File: src/rtl/sa_clkgate_ctrl.sv
// Per-channel clock-gate controller: each channel runs OFF -> WAKE -> ON -> IDLE
// and drives a flopped enable for its clock-gate cell, plus ready/gated status.
module sa_clkgate_ctrl #(
  parameter int NCH      = 4,
  parameter int CW       = 8,
  parameter int WAKE_CYC = 2
) (
  input  logic           core_clk,
  input  logic           core_rst,
  input  logic           test_mode,
  input  logic           cfg_gate_en,
  input  logic [NCH-1:0] cfg_force_on,
  input  logic [CW-1:0]  cfg_idle_hold,
  input  logic [NCH-1:0] req,
  input  logic [NCH-1:0] busy,
  output logic [NCH-1:0] clk_en,
  output logic [NCH-1:0] ready,
  output logic [NCH-1:0] gated
);

  typedef enum logic [1:0] {
    S_OFF  = 2'd0,
    S_WAKE = 2'd1,
    S_ON   = 2'd2,
    S_IDLE = 2'd3
  } state_e;

  localparam logic [3:0] WAKE_LOAD = 4'(WAKE_CYC - 1);

  for (genvar g = 0; g < NCH; g++) begin : g_ch
    state_e        state_q, state_d;
    logic [3:0]    wcnt_q, wcnt_d;
    logic [CW-1:0] icnt_q, icnt_d;
    logic          en_q, rdy_q, gtd_q;
    logic          keep;

    assign keep = req[g] | busy[g] | cfg_force_on[g] | ~cfg_gate_en;

    always_comb begin
      state_d = state_q;
      wcnt_d  = wcnt_q;
      icnt_d  = icnt_q;
      unique case (state_q)
        S_OFF: begin
          if (keep) begin
            state_d = S_WAKE;
            wcnt_d  = WAKE_LOAD;
          end
        end
        S_WAKE: begin
          // Settle time is fixed; keep is deliberately not consulted here.
          if (wcnt_q == 4'd0) begin
            state_d = S_ON;
          end else begin
            wcnt_d = wcnt_q - 4'd1;
          end
        end
        S_ON: begin
          if (!keep) begin
            state_d = S_IDLE;
            icnt_d  = cfg_idle_hold;
          end
        end
        S_IDLE: begin
          if (keep) begin
            state_d = S_ON;
          end else if (icnt_q == '0) begin
            state_d = S_OFF;
          end else begin
            icnt_d = icnt_q - 1'b1;
          end
        end
        default: state_d = S_OFF;
      endcase
    end

    // Status flops are loaded from next state so they match state_q exactly,
    // while clk_en comes from a single flop rather than a multi-bit decode.
    always_ff @(posedge core_clk) begin
      if (core_rst) begin
        state_q <= S_OFF;
        wcnt_q  <= '0;
        icnt_q  <= '0;
        en_q    <= 1'b0;
        rdy_q   <= 1'b0;
        gtd_q   <= 1'b1;
      end else begin
        state_q <= state_d;
        wcnt_q  <= wcnt_d;
        icnt_q  <= icnt_d;
        en_q    <= (state_d != S_OFF);
        rdy_q   <= (state_d == S_ON) || (state_d == S_IDLE);
        gtd_q   <= (state_d == S_OFF);
      end
    end

    assign clk_en[g] = en_q | test_mode;
    assign ready[g]  = rdy_q;
    assign gated[g]  = gtd_q;
  end

endmodule
File: config.mk
export PLATFORM = sky130hd
export DESIGN_NAME = sa_clkgate_ctrl
export DESIGN_NICKNAME = d
export VERILOG_FILES = /design/src/rtl/sa_clkgate_ctrl.sv
export SDC_FILE = /design/constraint.sdc
export NUM_CORES = 1
export LEC_CHECK = 0
export CORE_ASPECT_RATIO = 0.6
export CORE_MARGIN = 4
export CORE_UTILIZATION = 40
export CTS_BUF_LIST = sky130_fd_sc_hd__clkbuf_4 sky130_fd_sc_hd__clkbuf_8
export CTS_CLUSTER_SIZE = 30
export DETAILED_ROUTE_END_ITERATION = 8
export PLACE_DENSITY = 0.57
export SKIP_CTS_REPAIR_TIMING = 1
export SLEW_MARGIN = 10
export SYNTH_ARGS = -nofsm -noshare
export SYNTH_HDL_FRONTEND = slang
export SYNTH_SLANG_ARGS = --single-unit
File: constraint.sdc
create_clock -name core_clk -period 2.82 [get_ports core_clk]
set_input_delay 0.423 -clock core_clk [delete_from_list [all_inputs] [get_ports core_clk]]
set_output_delay 0.423 -clock core_clk [all_outputs]
set_load 0.02 [all_outputs]
==> summary.md, run 1 <==
| Metric | Value |
|---|---|
| Clock share of power | 0.280 |
| Detailed-route via count | 3,429 |
| Cell Chain, Critical Path | clkdlybuf4s50_1 -> or2_2 -> clkdlybuf4s50_1 |
| Critical path's top delay family | buffers and inverters |
| # IOs | 36 |
| Worst path most repeated cell | clkdlybuf4s50_1 |
| Overflow after GRT | 0 |
| Final setup viols | 0 |
| Critical Setup Path Class | in2out |
| Synth unique cells | 66 |
| Outcome | completed |
| Number of enable flip-flop cells after synthesis | 0 |
| Peak supply drop | 0.271 mV |
| Buffers & Inverters on Critical Path | 2 |
| Most common cell in the netlist | dfxtp_1 |
| Max-slew headroom | 0.489 |
| Largest net degree at the start of global routing | 47 |
| Num Clock Sinks | 68 |
| Final period util | 0.756 |
| Post-Place Cells | 602 |
| Wire per inst | 15.4 um |
| Final hold vios | 0 |
| Post-Syn Nets | 502 |
| CTS tree | done |
| Syn Std Cell Area | 3940 sq um |
| FP Rows | 27 |
| DR iter-0 viols | 214 |
| Full die area | 11,500 sq um |
| RSZ-0062 raised after global routing | no |
| Area leader, netlist | dfxtp_1 |
| CTS max path bufs | 2 |
| Area growth from synthesis to final layout | 15.1% |
| Fmax | 469 MHz |
| CORE AREA | 9390 sq um |
| Clk_skew | 4.67 ps |
| Fillers | 925 |
| Commonest cells post-synth | dfxtp_1, a21oi_1, nor2_1, inv_1, nand2_1 |
| Vias in the first global route | 3,285 |
| CP endpoint kind | output pin |
| Final wirelength | 9540 um |
| Initial antenna violation count | 0 |
| PwrDens | 784 nW/um^2 |
| Hold Path Class | reg2reg |
| CP Launch Type | primary input |
| Top FF cell, synth | dfxtp_1 |
| Crit path max fanout | 4 |
| Worst slew pin tran | 759 ps |
| Clock Latency Late Sink | 360 ps |
| Area contributors post-synth | dfxtp_1, a21oi_1, ha_1 |
| Sequential share of power | 0.383 |
| Global-route wire length before repair | 16,300 um |
| Die width | 136 um |
| Sw Ratio | 0.360 |
| Slew Limit Fails | 0 |
| Non-Filler Instances | 618 |
| DR DRC count | 0 |
| Initial core utilization | 0.419 |
| Sequential share of the synthesized area | 0.346 |
| WP data required | 2400 ps |
| Leak | 1.58 nW |
| Final net count | 519 |
| Synth Instances | 466 |
| Chip height | 84.8 um |
| Htree depth | 3 |
| Share of the synthesized area in the top cell type | 0.346 |
| Syn avg cell area | 8.45 sq um |
| Max Cap Violations | 0 |
| Layout cell share with drive strength beyond 1 | 0.113 |
| Final setup TNS | 0 ps |
| GRT Total Usage | 0.175 |
| # diodes | 0 |
| Via density | 5.55 |
| Placed wire-length estimate | 6630 um |
| GPL Wtd Cong | 0.763 |
| Final Critical Period | 2130 ps |
| Worst-path clk slew | 80 ps |
| Delay of the slowest cell on the worst path | 540 ps |
| # port buffers | 35 |
| Final ANT Viol Nets | 0 |
| CTS buffer count | 9 |
| Synth Warn # | 0 |
| Async SR Flop Fraction | 0 |
| Int Power | 2.27 mW |
| #FFs+latches synth | 68 |
| Combinational power share | 0.337 |
| Drt pass-1 iters | 6 |
| Net switching power | 1.28 mW |
| CP arrival | 1710 ps |
| CP max stage cell | clkdlybuf4s50_1 |
| Root buffer cell | clkbuf_8 |
==> layout by cell type (no fill, tap or decap), types with 8 or more instances in the layout <==
cell type / count
nand2_1: 24
o21ai_1: 19
a21oi_1: 50
or3_1: 8
nor2_1: 31
o21ai_0: 23
nor3_1: 16
ha_1: 12
clkbuf_8: 9
a211oi_1: 11
clkdlybuf4s50_1: 35
and2_1: 9
mux2_2: 8
dfxtp_1: 68
inv_1: 25
nor3b_1: 9
==> metrics by stage <==
| stage | setup WS [ps] | hold WS (ps) | utilization | area [sq um] | total power, mW |
|---|---|---|---|---|---|
| final | 688 | 480 | 0.483 | 4530 | 3.55 |
| after global routing | 587 | 491 | 0.483 | 4530 | 3.82 |
| after CTS | 677 | 481 | 0.483 | 4530 | 3.56 |
| after detailed placement | 410 | 463 | 0.457 | 4290 | 2.56 |
| after global placement | 452 | 456 | 0.457 | 4290 | 2.54 |
| after floorplan | 1030 | 434 | - | 3940 | 2.32 |
==> routing by layer <==
| layer | vias up | track usage | routed length, um |
|---|---|---|---|
| li1 | 1755 | - | - |
| met1 | 1587 | 0.248 | 5020 |
| met2 | 76 | 0.257 | 3900 |
| met3 | 11 | 0.0539 | 510 |
| met4 | 0 | 0.0476 | 106 |
| met5 | - | 0 | 0 |
==> worst paths after layout <==
| check | startpoint | endpoint | slack, ps | cells past startpoint |
|---|---|---|---|---|
| worst max-delay path | test_mode | clk_en[3] | 690 | 3 |
| worst min-delay path | g_ch[3].icnt_q[6]$_SDFFE_PP0P_ | g_ch[3].icnt_q[6]$_SDFFE_PP0P_ | 480 | 2 |
| worst max register to register | g_ch[3].icnt_q[0]$_SDFFE_PP0P_ | g_ch[3].icnt_q[1]$_SDFFE_PP0P_ | 730 | 6 |
| worst min register to register | g_ch[3].icnt_q[6]$_SDFFE_PP0P_ | g_ch[3].icnt_q[6]$_SDFFE_PP0P_ | 480 | 2 |
==> cell families after synthesis <==
| kind of cell | share of synthesized area |
|---|---|
| and+or+nand+nor | 0.246 |
| AOI/OAI and AO/OA | 0.263 |
| xor gates and xnor gates | 0.0111 |
| adders and majority gates | 0.0381 |
| muxes | 0.0229 |
| buffers and inverters | 0.0731 |
| DFF | 0.346 |
==> power groups by stage <==
stage / clock (mW) / sequential (mW) / combinational [mW]
6_report: 0.993 / 1.36 / 1.20
5_1_grt: 1.05 / 1.40 / 1.37
4_1_cts: 1.01 / 1.35 / 1.20
3_5_place_dp: 0 / 1.37 / 1.19
3_3_place_gp: 0 / 1.38 / 1.17
2_1_floorplan: 0 / 1.22 / 1.10
==> worst min-delay path, delay by kind of cell (launching register included) <==
family | cells | cell delay [ps]
AO/OA/AOI/OAI | 1 | 60
flip-flops | 1 | 320
AND/OR/NAND/NOR | 1 | 60
==> final cells by class <==
cell class,count,area [sq um],area share
inverters,27,101,0.0224
well taps,130,163,0.0359
flip-flops and latches,68,1360,0.300
clock inverters,7,115,0.0254
repair buffers,39,380,0.0839
multi-input cells,338,2290,0.505
clock buffers,9,124,0.0273
==> flip-flops by register name, summed over array words and instances, names as in the netlist <==
name and count:
g_ch.wcnt_q 16, g_ch.state_q 8, g_ch.rdy_q 4, g_ch.en_q 4, g_ch.icnt_q 32, g_ch.gtd_q 4
(Power assumes the default switching activity.)
==> run 2: changes to the inputs <==
PLACE_DENSITY = 0.59   (was 0.57)
clock period = 1.8 ns   (was 2.82 ns; I/O delays follow)
==> run 2 against run 1 <==
Setup slack lost 680 ps. Flip-flop and latch count is the same. Sequential share of layout area shrank 3.6 points. Worst hold slack lost 23 ps. Critical path type is now reg2reg.
==> summary.md, run 2 (synthesized netlist as in run 1, its figures left out) <==
| Metric | Value |
|---|---|
| Leak | 1.97 nW (+25%) |
| Setup ws final | 10.2 ps (-678 ps) |
| Max Cap Violations | 0 (unchanged) |
| CP endpoint kind | register |
| Wire per inst | 15.3 um (-0.68%) |
| CORE AREA | 9390 sq um (unchanged) |
| CP arrival | 2020 ps (+310 ps) |
| Via density | 5.43 (-2.2%) |
| CP Launch Type | register |
| Biggest register | g_ch.icnt_q |
| CTS max path bufs | 2 (unchanged) |
| Multi-input gate area | 2400 sq um (+4.8%) |
| Final net count | 588 (+13%) |
| Chip height | 84.8 um (unchanged) |
| RSZ-0062 raised after global routing | yes |
| Final ANT Viol Nets | 0 (unchanged) |
| GPL Wtd Cong | 0.834 (+9.4%) |
| Initial core utilization | 0.419 (unchanged) |
| Final setup viols | 0 (unchanged) |
| Worst Hold End | g_ch[0].icnt_q[5]$_SDFFE_PP0P_ |
| Overflow after GRT | 0 (unchanged) |
| Crit path max fanout | 5 (+1) |
| Fin Hold WS | 457 ps (-23.5 ps) |
| Final hold vios | 0 (unchanged) |
| Max FFs per register | 32 (unchanged) |
| Reg2Reg Setup Slack | 10 ps (-720 ps) |
| Drt pass-1 iters | 6 (unchanged) |
| R2R cell count | 7 (+1) |
| Setup WS pre-CTS | -409 ps (-819 ps) |
| Clock Latency Late Sink | 350 ps (about the same) |
| Design Area, Final | 5160 sq um (+14%) |
| Critical Setup Path Class | reg2reg |
| Worst-path clk slew | 70 ps (about the same) |
| WP data required | 2030 ps (-370 ps) |
| Num Clock Sinks | 68 (unchanged) |
| Hold-critical path depth | 5 (+3) |
| # IOs | 36 (unchanged) |
| DR iter-0 viols | 243 (+14%) |
| Outcome | completed |
| Register area | 1370 sq um (+0.37%) |
| Largest regs | g_ch.icnt_q x32, g_ch.wcnt_q x16, g_ch.state_q x8 |
| Htree depth | 3 (unchanged) |
| Hold Path Class | in2reg |
| CTS buffer count | 9 (unchanged) |
| Slew Limit Fails | 0 (unchanged) |
| Peak supply drop | 0.383 mV (+42%) |
| DP Area | 4780 sq um (+11%) |
| Final wirelength | 10,500 um (+10%) |
| Detailed-route via count | 3,722 (+8.5%) |
| Commonest non-fill, non-tap cell in the layout | buf_4 |
| DR DRC count | 0 (unchanged) |
| Worst slew pin tran | 735 ps (-23.8 ps) |
| GRT Total Usage | 0.183 (+0.00762) |
| Final Critical Period | 1790 ps |
| Max-slew headroom | 0.505 (+0.0160) |
| Global-route wire length before repair | 17,000 um (+4.4%) |
| # port buffers | 35 (unchanged) |
| CTS tree | done |
| FP Rows | 27 (unchanged) |
| Root buffer cell | clkbuf_8 |
| Largest net degree at the start of global routing | 47 (unchanged) |
| Die width | 136 um (unchanged) |
| Layout cell share with drive strength beyond 1 | 0.259 (+0.146) |
| # diodes | 0 (unchanged) |
| Area growth from synthesis to final layout | 31.1% |
| Final period util | 0.994 |
| Full die area | 11,500 sq um (unchanged) |
| Initial antenna violation count | 0 (unchanged) |
| Fillers | 878 (-5.1%) |
| Vias in the first global route | 3,420 (+4.1%) |
| Fmax | 559 MHz |
| PwrDens | 1050 nW/um^2 (+34%) |
| HP Start | busy[0] |
| Most frequent cells in the layout | buf_4, dfxtp_1, a21oi_1 |
| Worst r2r src | g_ch[3].icnt_q[1]$_SDFFE_PP0P_ |
| Placed wire-length estimate | 7470 um (+13%) |
| Worst r2r dst | g_ch[3].icnt_q[6]$_SDFFE_PP0P_ |
| Clk_skew | 8.35 ps (+3.68 ps) |
==> run 2: cell count changes in the layout (fill, tap and decap cells not counted), sizes merged <==
cell | previous run | this run
buf | 4 | 73
clkdlybuf4s50 | 35 | 28
dlymetal6s2s | 0 | 7
clkbuf | 9 | 13
bufinv | 3 | 0
clkinvlp | 2 | 0
==> run 2: layer usage <==
metal	share of wire	up-vias	GRT usage
met3	0.041	9	0.0486
met5	0	-	0
met4	0.0068	0	0.0430
met1	0.52	1758	0.271
met2	0.43	66	0.263
li1	-	1889	-
==> run 2: worst max-delay path by stage <==
stage                                         startpoint                              to  slack (ps)
after floorplan           g_ch[3].icnt_q[0]$_SDFFE_PP0P_  g_ch[3].icnt_q[1]$_SDFFE_PP0P_           5
after global placement                       cfg_gate_en  g_ch[1].wcnt_q[2]$_SDFFE_PP0P_        -330
after detailed placement                     cfg_gate_en  g_ch[1].wcnt_q[3]$_SDFFE_PP0P_        -410
after CTS                 g_ch[3].icnt_q[0]$_SDFFE_PP0P_  g_ch[3].icnt_q[1]$_SDFFE_PP0P_        -170
after global routing      g_ch[2].icnt_q[0]$_SDFFE_PP0P_  g_ch[2].icnt_q[0]$_SDFFE_PP0P_         -50
final                     g_ch[3].icnt_q[1]$_SDFFE_PP0P_  g_ch[3].icnt_q[6]$_SDFFE_PP0P_          10
==> run 2: critical path, cell delays in order, from the launching register on <==
cell and delay, ps:
dfxtp_2 330, inv_2 80, ha_4 130, or3b_4 430, buf_6 150, or3_4 330, a21oi_2 140, o32ai_1 90
==> run 2: report_power, final <==
group | internal (mW) | switching [mW] | total, mW
clock network | 0.595 | 0.585 | 1.18
logic | 1.07 | 1.18 | 2.26
registers | 1.76 | 0.240 | 2.00
==> run 2: stage by stage <==
stage / power (mW) / TNS, ps / instances / util
3_3_place_gp: 4.18 / -11770 / 663 / 0.509
2_1_floorplan: 3.64 / 0 / 466 / -
4_1_cts: 5.41 / -1360 / 678 / 0.527
3_5_place_dp: 4.22 / -14530 / 663 / 0.509
6_report: 5.44 / 0 / 686 / 0.549
5_1_grt: 5.83 / -147 / 686 / 0.549
==> run 2: cell type report <==
| cell class | count | share of cell area |
|---|---|---|
| Multi-Input combinational cell | 338 | 0.464 |
| Sequential cell | 68 | 0.265 |
| Timing Repair Buffer | 108 | 0.185 |
| Clock buffer | 13 | 0.0323 |
| Tap cell | 130 | 0.0315 |
| Inverter | 27 | 0.0196 |
| Clock inverter | 2 | 0.00194 |
==> run 3: changes to the inputs <==
ABC_CLOCK_PERIOD_IN_PS = 1800   (was default)
MAX_ROUTING_LAYER = met4   (was default)
==> run 3 against run 2 <==
Clock power barely moved. Design area did not move. Die area did not move. Global-route usage rose by 0.51 points. Non-clock buffer count rose by 1. Register-to-register slack barely moved. Clock skew fell by 0.90 ps. Setup slack got worse by 1.3 ps. Combinational power barely moved. Largest cell class unchanged.
==> summary.md, run 3 (synthesized netlist as in run 1, its figures left out) <==
| Metric | Value |
|---|---|
| Commonest non-fill, non-tap cell in the layout | buf_4 |
| Grt met2 use | 0.263 (unchanged) |
| Placed wire-length estimate | 7470 um (unchanged) |
| Detailed-route via count | 3,738 (+0.43%) |
| # port buffers | 35 (unchanged) |
| Final wirelength | 10,600 um (+0.36%) |
| Num Clock Sinks | 68 (unchanged) |
| Max FFs per register | 32 (unchanged) |
| Layout cell share with drive strength beyond 1 | 0.259 (-0.000465) |
| Outcome | completed |
| Final ANT Viol Nets | 0 (unchanged) |
| Die width | 136 um (unchanged) |
| CTS max path bufs | 2 (unchanged) |
| Clk_skew | 7.45 ps (-0.902 ps) |
| Clock Latency Late Sink | 350 ps (about the same) |
| Crit path max fanout | 5 (unchanged) |
| WP data required | 2030 ps (about the same) |
| Critical Setup Path Class | reg2reg |
| DR DRC count | 0 (unchanged) |
| CP endpoint kind | register |
| CTS tree | done |
| Initial antenna violation count | 0 (unchanged) |
| Design Area, Final | 5160 sq um (unchanged) |
| Worst r2r src | g_ch[3].icnt_q[1]$_SDFFE_PP0P_ |
| CTS buffer count | 9 (unchanged) |
| Wire per inst | 15.4 um (+0.22%) |
| # IOs | 36 (unchanged) |
| Gr busiest metal | met1 |
| Fmax | 558 MHz (about the same) |
| Full die area | 11,500 sq um (unchanged) |
| Reg2Reg Setup Slack | 9 ps (about the same) |
| Worst-path clk slew | 70 ps (about the same) |
| Hold Path Class | in2reg |
| Worst slew pin tran | 684 ps (-50.6 ps) |
| Final hold vios | 0 (unchanged) |
| Slew Limit Fails | 0 (unchanged) |
| Routing usage on met3 | 0.0468 (-0.00178) |
| FP Rows | 27 (unchanged) |
| M1 GR Usage | 0.271 (unchanged) |
| Most frequent cells in the layout | buf_4, dfxtp_1, a21oi_1 |
| Area growth from synthesis to final layout | 31.1% (unchanged) |
| CP max stage cell | or3b_4 |
| DP Area | 4780 sq um (unchanged) |
| Setup ws final | 8.86 ps (-1.32 ps) |
| Via density | 5.44 (+0.28%) |
| PwrDens | 1050 nW/um^2 (-0.12%) |
| Htree depth | 3 (unchanged) |
| GPL Wtd Cong | 0.847 (+1.5%) |
| Max Cap Violations | 0 (unchanged) |
| Leak | 1.97 nW (+0.15%) |
| Peak supply drop | 0.383 mV (about the same) |
| Final setup viols | 0 (unchanged) |
| RSZ-0062 raised after global routing | yes |
| Largest regs | g_ch.icnt_q x32, g_ch.wcnt_q x16, g_ch.state_q x8 |
| Initial core utilization | 0.419 (unchanged) |
| Total power | 5.43 mW (-0.12%) |
| CORE AREA | 9390 sq um (unchanged) |
| Root buffer cell | clkbuf_8 |
| DR iter-0 viols | 265 (+9.1%) |
| Buffers & Inverters on Critical Path | 2 (unchanged) |
| Largest net degree at the start of global routing | 47 (unchanged) |
| R2R cell count | 7 (unchanged) |
| HP Start | req[0] |
| Cell Chain, Critical Path | inv_2 -> ha_4 -> or3b_4 -> buf_6 -> or3_4 -> a21oi_2 -> o32ai_1 |
| CP Launch Type | register |
| Cell count along the critical path | 7 (unchanged) |
| Max-slew headroom | 0.539 (+0.0341) |
| Overflow after GRT | 0 (unchanged) |
| Final setup TNS | 0 ps (unchanged) |
| Final Critical Period | 1790 ps (+1.32 ps) |
| Critical path's top delay family | simple AND/OR/NAND/NOR gates |
| Final net count | 589 (+0.17%) |
| Final period util | 0.995 (about the same) |
| Setup WS pre-CTS | -409 ps (unchanged) |
| Global-route wire length before repair | 17,000 um (-0.12%) |
| CP arrival | 2020 ps (about the same) |
| Biggest register | g_ch.icnt_q |
| GRT Total Usage | 0.188 (+0.00511) |
| Worst r2r dst | g_ch[3].icnt_q[6]$_SDFFE_PP0P_ |
| Chip height | 84.8 um (unchanged) |
| Drt pass-1 iters | 4 (-2) |
| Vias in the first global route | 3,421 (+0.029%) |
| Delay of the slowest cell on the worst path | 430 ps (about the same) |
| Hold-critical path depth | 5 (unchanged) |
| # diodes | 0 (unchanged) |
| Worst Hold End | g_ch[0].icnt_q[5]$_SDFFE_PP0P_ |
| Final Core Density | 0.549 (unchanged) |
## run 3: worst max-delay path by stage
stage                                              start                        endpoint  slack [ps]
after CTS                 g_ch[3].icnt_q[0]$_SDFFE_PP0P_  g_ch[3].icnt_q[1]$_SDFFE_PP0P_        -170
after global routing      g_ch[2].icnt_q[0]$_SDFFE_PP0P_  g_ch[2].icnt_q[0]$_SDFFE_PP0P_         -50
after detailed placement                     cfg_gate_en  g_ch[1].wcnt_q[3]$_SDFFE_PP0P_        -410
after global placement                       cfg_gate_en  g_ch[1].wcnt_q[2]$_SDFFE_PP0P_        -330
after floorplan           g_ch[3].icnt_q[0]$_SDFFE_PP0P_  g_ch[3].icnt_q[1]$_SDFFE_PP0P_           5
final                     g_ch[3].icnt_q[1]$_SDFFE_PP0P_  g_ch[3].icnt_q[6]$_SDFFE_PP0P_           9
## run 3: cell type report
class | instances | area [sq um]
clock buffers | 13 | 166
clock inverters | 2 | 10.0
fillers | 876 | 4230
inverters | 27 | 101
multi-input cells | 338 | 2390
flip-flops and latches | 68 | 1370
well taps | 130 | 163
repair buffers | 109 | 960
## run 3: report_power, final
part | internal [mW] | switching [mW] | total (mW)
clock | 0.595 | 0.581 | 1.18
combinational | 1.08 | 1.18 | 2.25
sequential | 1.76 | 0.240 | 2.00
total | 3.43 | 2.00 | 5.43
## run 3: through the flow
step | hold WS [ps] | std cells
finish | 461 | 687
global route | 478 | 687
CTS | 479 | 678
detailed placement | 469 | 663
global placement | 463 | 663
floorplan | 434 | 466
## run 3: worst register-to-register path: stages (launching register included)
cell     delay, ps
dfxtp_2        330
inv_2           80
ha_4           130
or3b_4         430
buf_6          150
or3_4          330
a21oi_2        140
o32ai_1         90
## run 3: layer usage
metal / wire, um / part of all wire
met1: 5340 / 0.51
met2: 4650 / 0.44
met3: 496 / 0.047
met4: 72 / 0.0068
met5: 0 / 0
